[src/rtl/usb_sie_pkg.sv]
// Shared types and protocol constants for the USB serial interface engine receive path.
package usb_sie_pkg;
    typedef enum logic [2:0] {IDLE, SYNC, DATA, EOP, ERR} rx_state_e;

    localparam int SYNC_MIN_ZEROS = 6;
    localparam int SYNC_MAX_ZEROS = 7;
    localparam int MAX_ONES       = 6;
    localparam int EOP_MIN_SE0    = 2;
endpackage

[src/rtl/usb_rx_byte_assembler.sv]
// LSB-first byte shift register with bit counter; byte_out/byte_done present the completed byte
// combinationally on the strobe that shifts in the 8th bit.
module usb_rx_byte_assembler (
    input  logic       clk,
    input  logic       rst,
    input  logic       shift_en,
    input  logic       clear,
    input  logic       bit_in,
    output logic [7:0] byte_out,
    output logic       byte_done,
    output logic [2:0] bit_cnt
);
    logic [7:0] sr_q;
    logic [2:0] cnt_q;

    always_ff @(posedge clk or negedge rst) begin
        if (!rst) begin
            sr_q  <= '0;
            cnt_q <= '0;
        end else if (clear) begin
            sr_q  <= '0;
            cnt_q <= '0;
        end else if (shift_en) begin
            sr_q  <= {bit_in, sr_q[7:1]};
            cnt_q <= cnt_q + 3'd1;
        end
    end

    assign byte_out  = {bit_in, sr_q[7:1]};
    assign byte_done = shift_en && (cnt_q == 3'd7);
    assign bit_cnt   = cnt_q;
endmodule

[src/rtl/usb_rx_sequencer.sv]
// USB receive sequencer: SYNC detection, bit unstuffing control, byte framing, EOP and error tracking.
module usb_rx_sequencer
    import usb_sie_pkg::*;
#(
    parameter int MAX_BYTES = 64,
    parameter int CNT_W     = 7
) (
    input  logic             clk,
    input  logic             rst,
    input  logic             rx_en,
    input  logic             bit_valid,
    input  logic             bit_in,
    input  logic             se0,
    output logic             en_unstuff,
    output logic [7:0]       byte_out,
    output logic             byte_valid,
    output logic             pkt_active,
    output logic             pkt_done,
    output logic             err_stuff,
    output logic             err_len,
    output logic [CNT_W-1:0] byte_count
);
    rx_state_e        state_q;
    logic [2:0]       zcnt_q;
    logic [2:0]       ones_q;
    logic [1:0]       se0cnt_q;
    logic             err_se0_q;
    logic [7:0]       byte_out_q;
    logic             byte_valid_q, pkt_done_q, err_stuff_q, err_len_q;
    logic [CNT_W-1:0] cnt_q;

    logic       asm_shift, asm_clear, asm_done;
    logic [7:0] asm_byte;
    logic [2:0] asm_cnt;

    // Stuffed bits and SE0 strobes never reach the shift register.
    assign asm_shift = rx_en && bit_valid && (state_q == DATA) && !se0 && (ones_q != 3'(MAX_ONES));
    assign asm_clear = !rx_en || (state_q != DATA);

    usb_rx_byte_assembler u_asm (
        .clk       (clk),
        .rst       (rst),
        .shift_en  (asm_shift),
        .clear     (asm_clear),
        .bit_in    (bit_in),
        .byte_out  (asm_byte),
        .byte_done (asm_done),
        .bit_cnt   (asm_cnt)
    );

    always_ff @(posedge clk or negedge rst) begin
        if (!rst) begin
            state_q      <= IDLE;
            zcnt_q       <= '0;
            ones_q       <= '0;
            se0cnt_q     <= '0;
            err_se0_q    <= 1'b0;
            byte_out_q   <= '0;
            byte_valid_q <= 1'b0;
            pkt_done_q   <= 1'b0;
            err_stuff_q  <= 1'b0;
            err_len_q    <= 1'b0;
            cnt_q        <= '0;
        end else if (!rx_en) begin
            state_q      <= IDLE;
            zcnt_q       <= '0;
            ones_q       <= '0;
            se0cnt_q     <= '0;
            err_se0_q    <= 1'b0;
            byte_out_q   <= '0;
            byte_valid_q <= 1'b0;
            pkt_done_q   <= 1'b0;
            err_stuff_q  <= 1'b0;
            err_len_q    <= 1'b0;
            cnt_q        <= '0;
        end else begin
            byte_valid_q <= 1'b0;
            pkt_done_q   <= 1'b0;
            if (bit_valid) begin
                case (state_q)
                    IDLE: if (!se0 && !bit_in) begin
                        state_q     <= SYNC;
                        zcnt_q      <= 3'd1;
                        err_stuff_q <= 1'b0;
                        err_len_q   <= 1'b0;
                        cnt_q       <= '0;
                    end
                    SYNC: begin
                        if (se0) state_q <= IDLE;
                        else if (!bit_in) begin
                            if (zcnt_q == 3'(SYNC_MAX_ZEROS)) state_q <= IDLE;
                            else zcnt_q <= zcnt_q + 3'd1;
                        end else if (zcnt_q >= 3'(SYNC_MIN_ZEROS)) begin
                            state_q <= DATA;
                            ones_q  <= '0;
                        end else state_q <= IDLE;
                    end
                    DATA: begin
                        if (se0) begin
                            if (asm_cnt == 3'd0) begin
                                state_q  <= EOP;
                                se0cnt_q <= 2'd1;
                            end else begin
                                err_len_q <= 1'b1;
                                err_se0_q <= 1'b0;
                                state_q   <= ERR;
                            end
                        end else if (ones_q == 3'(MAX_ONES)) begin
                            if (bit_in) begin
                                err_stuff_q <= 1'b1;
                                err_se0_q   <= 1'b0;
                                state_q     <= ERR;
                            end else ones_q <= '0;
                        end else begin
                            ones_q <= bit_in ? ones_q + 3'd1 : 3'd0;
                            if (asm_done) begin
                                if (cnt_q == CNT_W'(MAX_BYTES)) begin
                                    err_len_q <= 1'b1;
                                    err_se0_q <= 1'b0;
                                    state_q   <= ERR;
                                end else begin
                                    byte_out_q   <= asm_byte;
                                    byte_valid_q <= 1'b1;
                                    cnt_q        <= cnt_q + 1'b1;
                                end
                            end
                        end
                    end
                    EOP: begin
                        if (se0) begin
                            if (se0cnt_q != 2'd3) se0cnt_q <= se0cnt_q + 2'd1;
                        end else if (se0cnt_q >= 2'(EOP_MIN_SE0)) begin
                            pkt_done_q <= 1'b1;
                            state_q    <= IDLE;
                        end else begin
                            err_len_q <= 1'b1;
                            err_se0_q <= 1'b0;
                            state_q   <= ERR;
                        end
                    end
                    ERR: begin
                        // Leave only after the line has gone SE0 and back to idle while in ERR.
                        if (se0) err_se0_q <= 1'b1;
                        else if (err_se0_q) state_q <= IDLE;
                    end
                    default: state_q <= IDLE;
                endcase
            end
        end
    end

    assign en_unstuff = (state_q == DATA);
    assign pkt_active = (state_q == DATA) || (state_q == EOP);
    assign byte_out   = byte_out_q;
    assign byte_valid = byte_valid_q;
    assign pkt_done   = pkt_done_q;
    assign err_stuff  = err_stuff_q;
    assign err_len    = err_len_q;
    assign byte_count = cnt_q;
endmodule

[config.mk]
export PLATFORM = sky130hd
export DESIGN_NAME = usb_rx_sequencer
export DESIGN_NICKNAME = d
export VERILOG_FILES = /design/src/rtl/usb_sie_pkg.sv /design/src/rtl/usb_rx_byte_assembler.sv /design/src/rtl/usb_rx_sequencer.sv
export SDC_FILE = /design/constraint.sdc
export NUM_CORES = 1
export LEC_CHECK = 0
export BUFFER_PORTS_ARGS = -buffer_cell sky130_fd_sc_hd__buf_2
export CAP_MARGIN = 20
export CORE_MARGIN = 3
export CORE_UTILIZATION = 53
export DETAILED_ROUTE_END_ITERATION = 8
export GPL_TIMING_DRIVEN = 0
export PLACE_DENSITY_LB_ADDON = 0.12
export SKIP_CTS_REPAIR_TIMING = 1
export SLEW_MARGIN = 20
export SYNTH_ARGS = -nofsm -noshare
export SYNTH_HDL_FRONTEND = slang
export SYNTH_SLANG_ARGS = --single-unit
[constraint.sdc]
create_clock -name clk -period 5.3 [get_ports clk]
set_input_delay 0.795 -clock clk [delete_from_list [all_inputs] [get_ports clk]]
set_output_delay 0.795 -clock clk [all_outputs]
set_load 0.05 [all_outputs]
==> metrics, run 1 <==
outcome=finished clean; clk sinks=41; Largest stage delay, worst path=a little under 0.4 ns; routed via count=between 1500 and 2000; Layout area overhead=13.1%; CP Class=reg2out; Root Buffer=clkbuf_8; sw power=0.000170 W; CTS Buffer Depth=2; DR DRC count=0; RSZ-0062 raised after global routing=no; placed cell count=~330; die area=5270 sq um; mapped cell area=2350 sq um; CP Cell Sequence=buf_2, clkbuf_1, nor2_1, buf_2; fin crit share=45.0%; crit path capture type=output port; CP required=around 4.5 ns; CTS Buf Count=5; switch share=about a quarter; final hold vios=0; peak supply drop=between 150 and 200 uV; Worst-path clk slew=roughly 0.08 ns; diode count=0; layout cells sized above 1=between 10% and 20%; clock skew=roughly 0.0046 ns; antenna-violating nets left=0; leakage=around 1.2 nW; total track usage=around a fifth; die height=just over 70 microns; Final #Nets=slightly above 300; EDFF count, synth=0; Post-Syn Nets=~270; H-Tree Depth=2; core area=around 4100 sq um; PortBufs=25; DP Wirelength=around 3500 microns; max-slew violations=0; Worst EP arrival=~1.6 ns; initial antenna violation count=0; count of cell types in the netlist=53; largest net degree at the start of global routing=42; Post-Route WL=4900 microns; Worst setup SP type=register; via/cell ratio=between 5 and 6; CTS tree=done; relative slew slack=approximately two fifths; DR iter-0 viols=130; drt first pass iters=4; WL per Instance=between 10 and 15 microns; worst-skew pair later-pin latency=a little under 0.3 ns; HP Class=reg2reg; mean post-synth cell area=9.14 sq um; setup TNS=0 ns; ys async rst share=100%; Finished Layout Cells=340; Die Wd=72.6 microns; post-synthesis sequential area ratio=43.7%; Warnings, synthesis=0; cell internal pwr=0.000498 W; Logic pwr share=12.5%; post-synthesis instance total=~260; Max Clock Freq=between 400 and 500 MHz; first-pass GRT wire length=between 8000 and 9000 microns; CP max-delay cell=clkbuf_1; Pwr per Cell Area=between 200 and 300 nW/um^2; vias in the first global route=1822; Synth Flop Type=dfrtp_1; total global routing overflow=0; Ports=27; share of power burned in registers=47.9%; Final Setup Violations=0; post-layout min period=2.39 ns; fillers=between 300 and 400; Initial Util=56.7%; Max Cap Violations=0; synthesis-stage register bit count=just over 40; cell row count=23; Tightest Pin Transition=just over 0.9 ns; crit-path most repeated cell=buf_2; CP max FO=10; gpl congestion=between 0.7 and 0.8; part of the power in the clock network=around 40%
layer usage:
layer	up-vias	routed length, microns	track usage [%]
li1	962	-	-
met1	940	2460	28.6
met2	33	2200	31.4
met3	7	191	4.96
met4	0	48	4.92
met5	-	0	0
cell type report:
| cell class | count | area, sq um | area share [%] |
|---|---|---|---|
| multi-input cells | 191 | 1210 | 45.7 |
| flip-flops and latches | 41 | 1030 | 38.6 |
| repair buffers | 25 | 125 | 4.71 |
| clock buffers | 6 | 82.6 | 3.11 |
| plain buffers | 13 | 63.8 | 2.40 |
| well taps | 50 | 62.6 | 2.35 |
| inverters | 12 | 45.0 | 1.69 |
| clock inverters | 2 | 37.5 | 1.41 |
power by group through the flow:
| stage | Sequential [W] | Clock, W | Combinational, W |
|---|---|---|---|
| 4_1_cts | 0.000320 | 0.000271 | 0.0000833 |
| 5_1_grt | 0.000321 | 0.000283 | 0.0000924 |
| 6_report | 0.000320 | 0.000265 | 0.0000833 |
| 3_5_place_dp | 0.000326 | 0 | 0.0000832 |
| 3_3_place_gp | 0.000326 | 0 | 0.0000820 |
| 2_1_floorplan | 0.000327 | 0 | 0.0000575 |
metrics by stage:
step	setup slack (ns)	power (W)	util (%)	hold slack (ns)	cell area, sq um
after floorplan	3.04	0.000385	-	0.468	2350
after global placement	2.81	0.000408	61.2	0.496	2540
after detailed placement	2.81	0.000409	61.2	0.496	2540
after CTS	2.92	0.000674	64.1	0.519	2660
after global routing	2.80	0.000696	64.1	0.534	2660
final	2.91	0.000668	64.1	0.518	2660
layout by cell type, fill, tap and decap left out, types with 2 or more instances in the layout:
cell	n
buf_2	31
nor2_1	16
nand4b_1	2
and3_1	2
o21ai_1	5
o21ai_0	10
nand4_1	4
o31ai_1	2
inv_1	11
nand2_1	51
nand2b_1	6
clkbuf_1	6
a211oi_1	3
nor2b_1	6
a31oi_1	3
nand3_1	2
a21oi_1	24
ha_1	11
nand3b_1	2
clkbuf_8	6
mux2_4	3
nor3_1	6
mux2i_1	5
dfrtp_1	41
cell families (layout without fill, tap and decap cells):
kind of cell | count (synthesis) | in the layout | share of synthesized area, %
simple gates | 111 | 111 | 24.8
compound gates | 59 | 59 | 16.3
flops | 41 | 41 | 43.7
buf+inv | 25 | 58 | 4.63
fa+ha+maj | 11 | 11 | 5.86
mux | 8 | 8 | 4.05
xor+xnor | 2 | 2 | 0.746
state kept, by name (all words and copies together) (netlist names), 2 cells and up:
register	cells
state_q	3
byte_out	8
u_asm.sr_q	7
se0cnt_q	2
zcnt_q	3
u_asm.bit_cnt	3
ones_q	3
byte_count	7
critical path, delay by kind of cell (launching register included):
family / cells / cell delay, ns
simple gates: 1 / 0.09
buf+inv: 3 / 0.84
flops: 1 / 0.37
synthesized netlist by cell type (2+ instances only):
master / count / area share (%)
a211oi_1: 3 / 0.96
a21oi_1: 24 / 5.1
a31oi_1: 3 / 0.80
and3_1: 2 / 0.53
buf_2: 6 / 1.3
clkbuf_1: 6 / 0.96
dfrtp_1: 41 / 44
ha_1: 11 / 5.9
inv_1: 11 / 1.8
mux2_4: 3 / 1.9
mux2i_1: 5 / 2.1
nand2_1: 51 / 8.1
nand2b_1: 6 / 1.6
nand3_1: 2 / 0.43
nand3b_1: 2 / 0.64
nand4_1: 4 / 1.1
nand4b_1: 2 / 0.75
nor2_1: 16 / 2.6
nor2b_1: 6 / 1.6
nor3_1: 6 / 1.3
o21ai_0: 10 / 2.1
o21ai_1: 5 / 1.1
o31ai_1: 2 / 0.64
worst paths after layout:
path / start / endpoint / slack [ns] / cells past startpoint
worst max-delay path: state_q[0] / en_unstuff / 2.91 / 4
worst min-delay path: err_se0_q / err_se0_q / 0.52 / 1
worst max register to register: state_q[1] / state_q[0] / 3.29 / 5
worst min register to register: err_se0_q / err_se0_q / 0.52 / 1
max in group asynchronous: rst / u_asm.sr_q[2] / 4.10 / 1
min in group asynchronous: rst / state_q[1] / 0.63 / 1
Power figures use the tool's default switching activity.
==> run 2: changes to the inputs <==
- ABC_AREA: not set -> 1
- clock period: 5.3 -> 2 ns (I/O delays scaled with it)
==> run 2 against run 1 <==
  * Flip-flop and latch count did not move
  * Worst hold slack got worse by 0.39 ns
  * First-iteration DRC count rose by 6.9%
  * Combinational power rose to 3.3 times the previous value
  * Critical path type is now reg2reg
  * Critical endpoint is now state_q[2]
  * Largest cell class unchanged
  * Largest power group unchanged
==> metrics, run 2 <==
Warnings, synthesis=0 (unchanged); Pwr per Cell Area=597 nW/um^2 (was 252 nW/um^2); Synth Flop Type=dfrtp_1 (unchanged); post-layout min period=approximately 1.8 ns; CTS tree=done (unchanged); crit path capture type=register (was output port); switch share=30.5% (was 25.4%); dominant cells by area after synthesis=dfrtp_1 41%, nand2_1 15%, nand3_1 7.0%, nor2_1 6.1%, ha_1 5.5% (was dfrtp_1 44%, nand2_1 8.1%, ha_1 5.9%, a21oi_1 5.1%, nor2_1 2.6%); setup TNS=0 ns (unchanged); outcome=finished clean (unchanged); DR DRC count=0 (unchanged); Worst-path clk slew=0.08 ns (about the same); post-synthesis instance total=338 (was 257); Max Cap Violations=0 (unchanged); EDFF count, synth=0 (unchanged); count of cell types in the netlist=31 (was 53); Max Clock Freq=between 500 and 600 MHz; Root Buffer=clkbuf_8 (unchanged); diode count=0 (unchanged); Layout Utilization=63.0% (was 64.1%); count leader, synth=nand2_1 (unchanged); CTS Buffer Depth=2 (unchanged); met3 Usage GRT=4.14% (was 4.96%); Register-to-Register Setup Slack=0.18 ns (was 3.29 ns); max reg flops=8 (unchanged); mean post-synth cell area=7.44 sq um (was 9.14 sq um); fraction of synthesized area in multiplexers=0% (was 4.05%); Worst EP arrival=2.01 ns (was 1.59 ns); peak supply drop=433 uV (was 168 uV); first-pass GRT wire length=9470 microns (was 8350 microns); CP Cell Sequence=buf_2, inv_2, nand3_2, nor2_4, nand3_2, nand2_2, nand3_1, nand2_1, nand2_1 (was buf_2, clkbuf_1, nor2_1, buf_2); largest family of logic cells by synthesized area=simple AND/OR/NAND/NOR gates (unchanged); share of power burned in registers=51.1% (was 47.9%); post-synthesis compound-gate area fraction=7.76% (was 16.3%); die height=74.9 microns (was 72.6 microns); CP Class=reg2reg (was reg2out); worst-skew pair later-pin latency=0.30 ns (was 0.29 ns); part of the power in the clock network=32.6% (was 39.6%); Worst setup SP type=register (unchanged); HP Class=in2async (was reg2reg); routed via count=2210 (was 1942); clock skew=0.00490 ns (was 0.00465 ns); initial antenna violation count=0 (unchanged); Final Setup Violations=0 (unchanged); Crit Reg-Reg Endpoint=state_q[2] (was state_q[0]); Layout area overhead=12.0% (was 13.1%); GR peak layer=met2 (unchanged); worst r2r src=state_q[0] (was state_q[1]); PortBufs=26 (was 25); most frequent cells in the layout=100 x nand2_1, 41 x nor2_1, 41 x dfrtp_1, 35 x inv_1, 35 x nand3_1 (was 51 x nand2_1, 41 x dfrtp_1, 31 x buf_2, 24 x a21oi_1, 16 x nor2_1); Finished Cell Area=2820 sq um (was 2660 sq um); CP top delay family=simple AND/OR/NAND/NOR gates (was buffers and inverters); relative slew slack=40.2% (was 39.0%); DP Wirelength=4080 microns (was 3460 microns); total global routing overflow=0 (unchanged); Hold WS=0.125 ns (was 0.518 ns); Tightest Pin Transition=0.896 ns (was 0.915 ns); met2 Use GR=33.8% (was 31.4%); fillers=425 (was 355); Initial Util=56.2% (was 56.7%); core area=4470 sq um (was 4140 sq um); Post-synth top cells=101 x nand2_1, 41 x dfrtp_1, 41 x nor2_1, 35 x inv_1, 35 x nand3_1 (was 51 x nand2_1, 41 x dfrtp_1, 24 x a21oi_1, 16 x nor2_1); final hold vios=0 (unchanged); commonest non-fill, non-tap cell in the layout=nand2_1 (unchanged); H-Tree Depth=2 (unchanged); Multi-input gate area=1330 sq um (was 1210 sq um); register area=1030 sq um (unchanged); clk sinks=41 (unchanged); post-synthesis sequential area ratio=40.8% (was 43.7%); layout cells sized above 1=15.8% (was 18.3%); CTS Buf Count=5 (unchanged); Total Power=0.00168 W (was 0.000668 W); sw power=0.000514 W (was 0.000170 W); WP buf/inv=2 (was 3); die area=5610 sq um (was 5270 sq um); XOR/XNOR Fraction of Synth Area=0.696% (was 0.745%); area share of fa/ha/maj cells after synthesis=5.47% (was 5.86%); Simple-Gate Fraction of Synth Area=38.4% (was 24.8%); Ports=27 (unchanged); Post-Route WL=5470 microns (was 4900 microns); Largest stage delay, worst path=0.36 ns (was 0.39 ns); drt first pass iters=4 (unchanged); WL per Instance=12.9 microns (was 14.4 microns); leakage=1.55 nW (was 1.22 nW); path depth of the worst reg2reg path=9 (was 5); largest net degree at the start of global routing=42 (unchanged); CP required=2.19 ns (was 4.51 ns); RSZ-0062 raised after global routing=no (unchanged); ys async rst share=100% (unchanged); CP max-delay cell=dfrtp_1 (was clkbuf_1); share of the synthesized area in the top cell type=40.8% (was 43.7%); via/cell ratio=5.20 (was 5.71); total track usage=22.0% (was 20.2%); gpl congestion=0.893 (was 0.800); antenna-violating nets left=0 (unchanged); cell accounting for the most synthesized area=dfrtp_1 (unchanged); met1 Resource Use GR=31.5% (was 28.6%); max-slew violations=0 (unchanged); fin crit share=just over 90%; Logic pwr share=16.3% (was 12.5%); mapped cell area=2520 sq um (was 2350 sq um); synthesis-stage register bit count=41 (unchanged); Placed Area=2710 sq um (was 2540 sq um); Die Wd=74.9 microns (was 72.6 microns); cell row count=24 (was 23); Final #Nets=389 (was 306); CP max FO=8 (was 10); cell internal pwr=0.00117 W (was 0.000498 W); vias in the first global route=2041 (was 1822); DR iter-0 viols=139 (was 130); Post-Syn Nets=355 (was 274)
run 2: changes by cell type in the layout (fill, tap and decap cells not counted), moves of 4 or more:
cell,delta
a21oi_1,-17
clkbuf_1,-5
inv_1,+24
mux2i_1,-5
nand2_1,+49
nand2b_1,-6
nand3_1,+33
nor2_1,+25
nor2_4,+4
nor2b_1,-6
nor3_1,-4
o21ai_0,+7
run 2: stage by stage:
stage	cells	setup slack (ns)
2_1_floorplan	338	0.223
3_3_place_gp	416	0.139
3_5_place_dp	416	0.130
4_1_cts	424	0.116
5_1_grt	425	0.0365
6_report	425	0.181
run 2: cell type report:
type | count | area share (%)
Multi-Input combinational cell | 254 | 47.1
Tap cell | 52 | 2.31
Inverter | 37 | 4.93
Clock buffer | 5 | 2.44
Buffer | 6 | 1.20
Sequential cell | 41 | 36.4
Timing Repair Buffer | 27 | 4.88
Clock inverter | 3 | 0.755
run 2: worst max path at each step:
stage / startpoint / endpoint / slack, ns / depth (start not counted)
3_5_place_dp: ones_q[0] / state_q[2] / 0.13 / 10
6_report: state_q[0] / state_q[2] / 0.18 / 9
5_1_grt: state_q[0] / state_q[0] / 0.04 / 9
3_3_place_gp: ones_q[0] / state_q[2] / 0.14 / 10
2_1_floorplan: byte_count[0] / state_q[1] / 0.22 / 11
4_1_cts: ones_q[0] / state_q[2] / 0.12 / 10
run 2: power by group through the flow:
stage	clock network [W]	logic, W	registers [W]
floorplan	0	0.000197	0.000874
global placement	0	0.000269	0.000875
detailed placement	0	0.000269	0.000876
CTS	0.000571	0.000272	0.000859
global route	0.000612	0.000315	0.000864
finish	0.000549	0.000274	0.000859
run 2: cells by family after synthesis:
logic type,count (synthesis)
AND/OR/NAND/NOR,204
buffers and inverters,43
flip-flops,41
AO/OA/AOI/OAI,37
adder cells (fa/ha/maj),11
XOR/XNOR,2
run 2: routing by layer:
metal | part of all wire, % | up-vias
met5 | 0 | -
met4 | 1.4 | 0
met3 | 5.9 | 9
met2 | 43 | 55
met1 | 50 | 995
li1 | - | 1151
run 2: worst reg2reg max path, cell delays in order, from the launching register on:
cell and delay, ns:
dfrtp_1 0.36, buf_2 0.20, inv_2 0.09, nand3_2 0.23, nor2_4 0.24, nand3_2 0.15, nand2_2 0.15, nand3_1 0.15
nand2_1 0.09, nand2_1 0.05
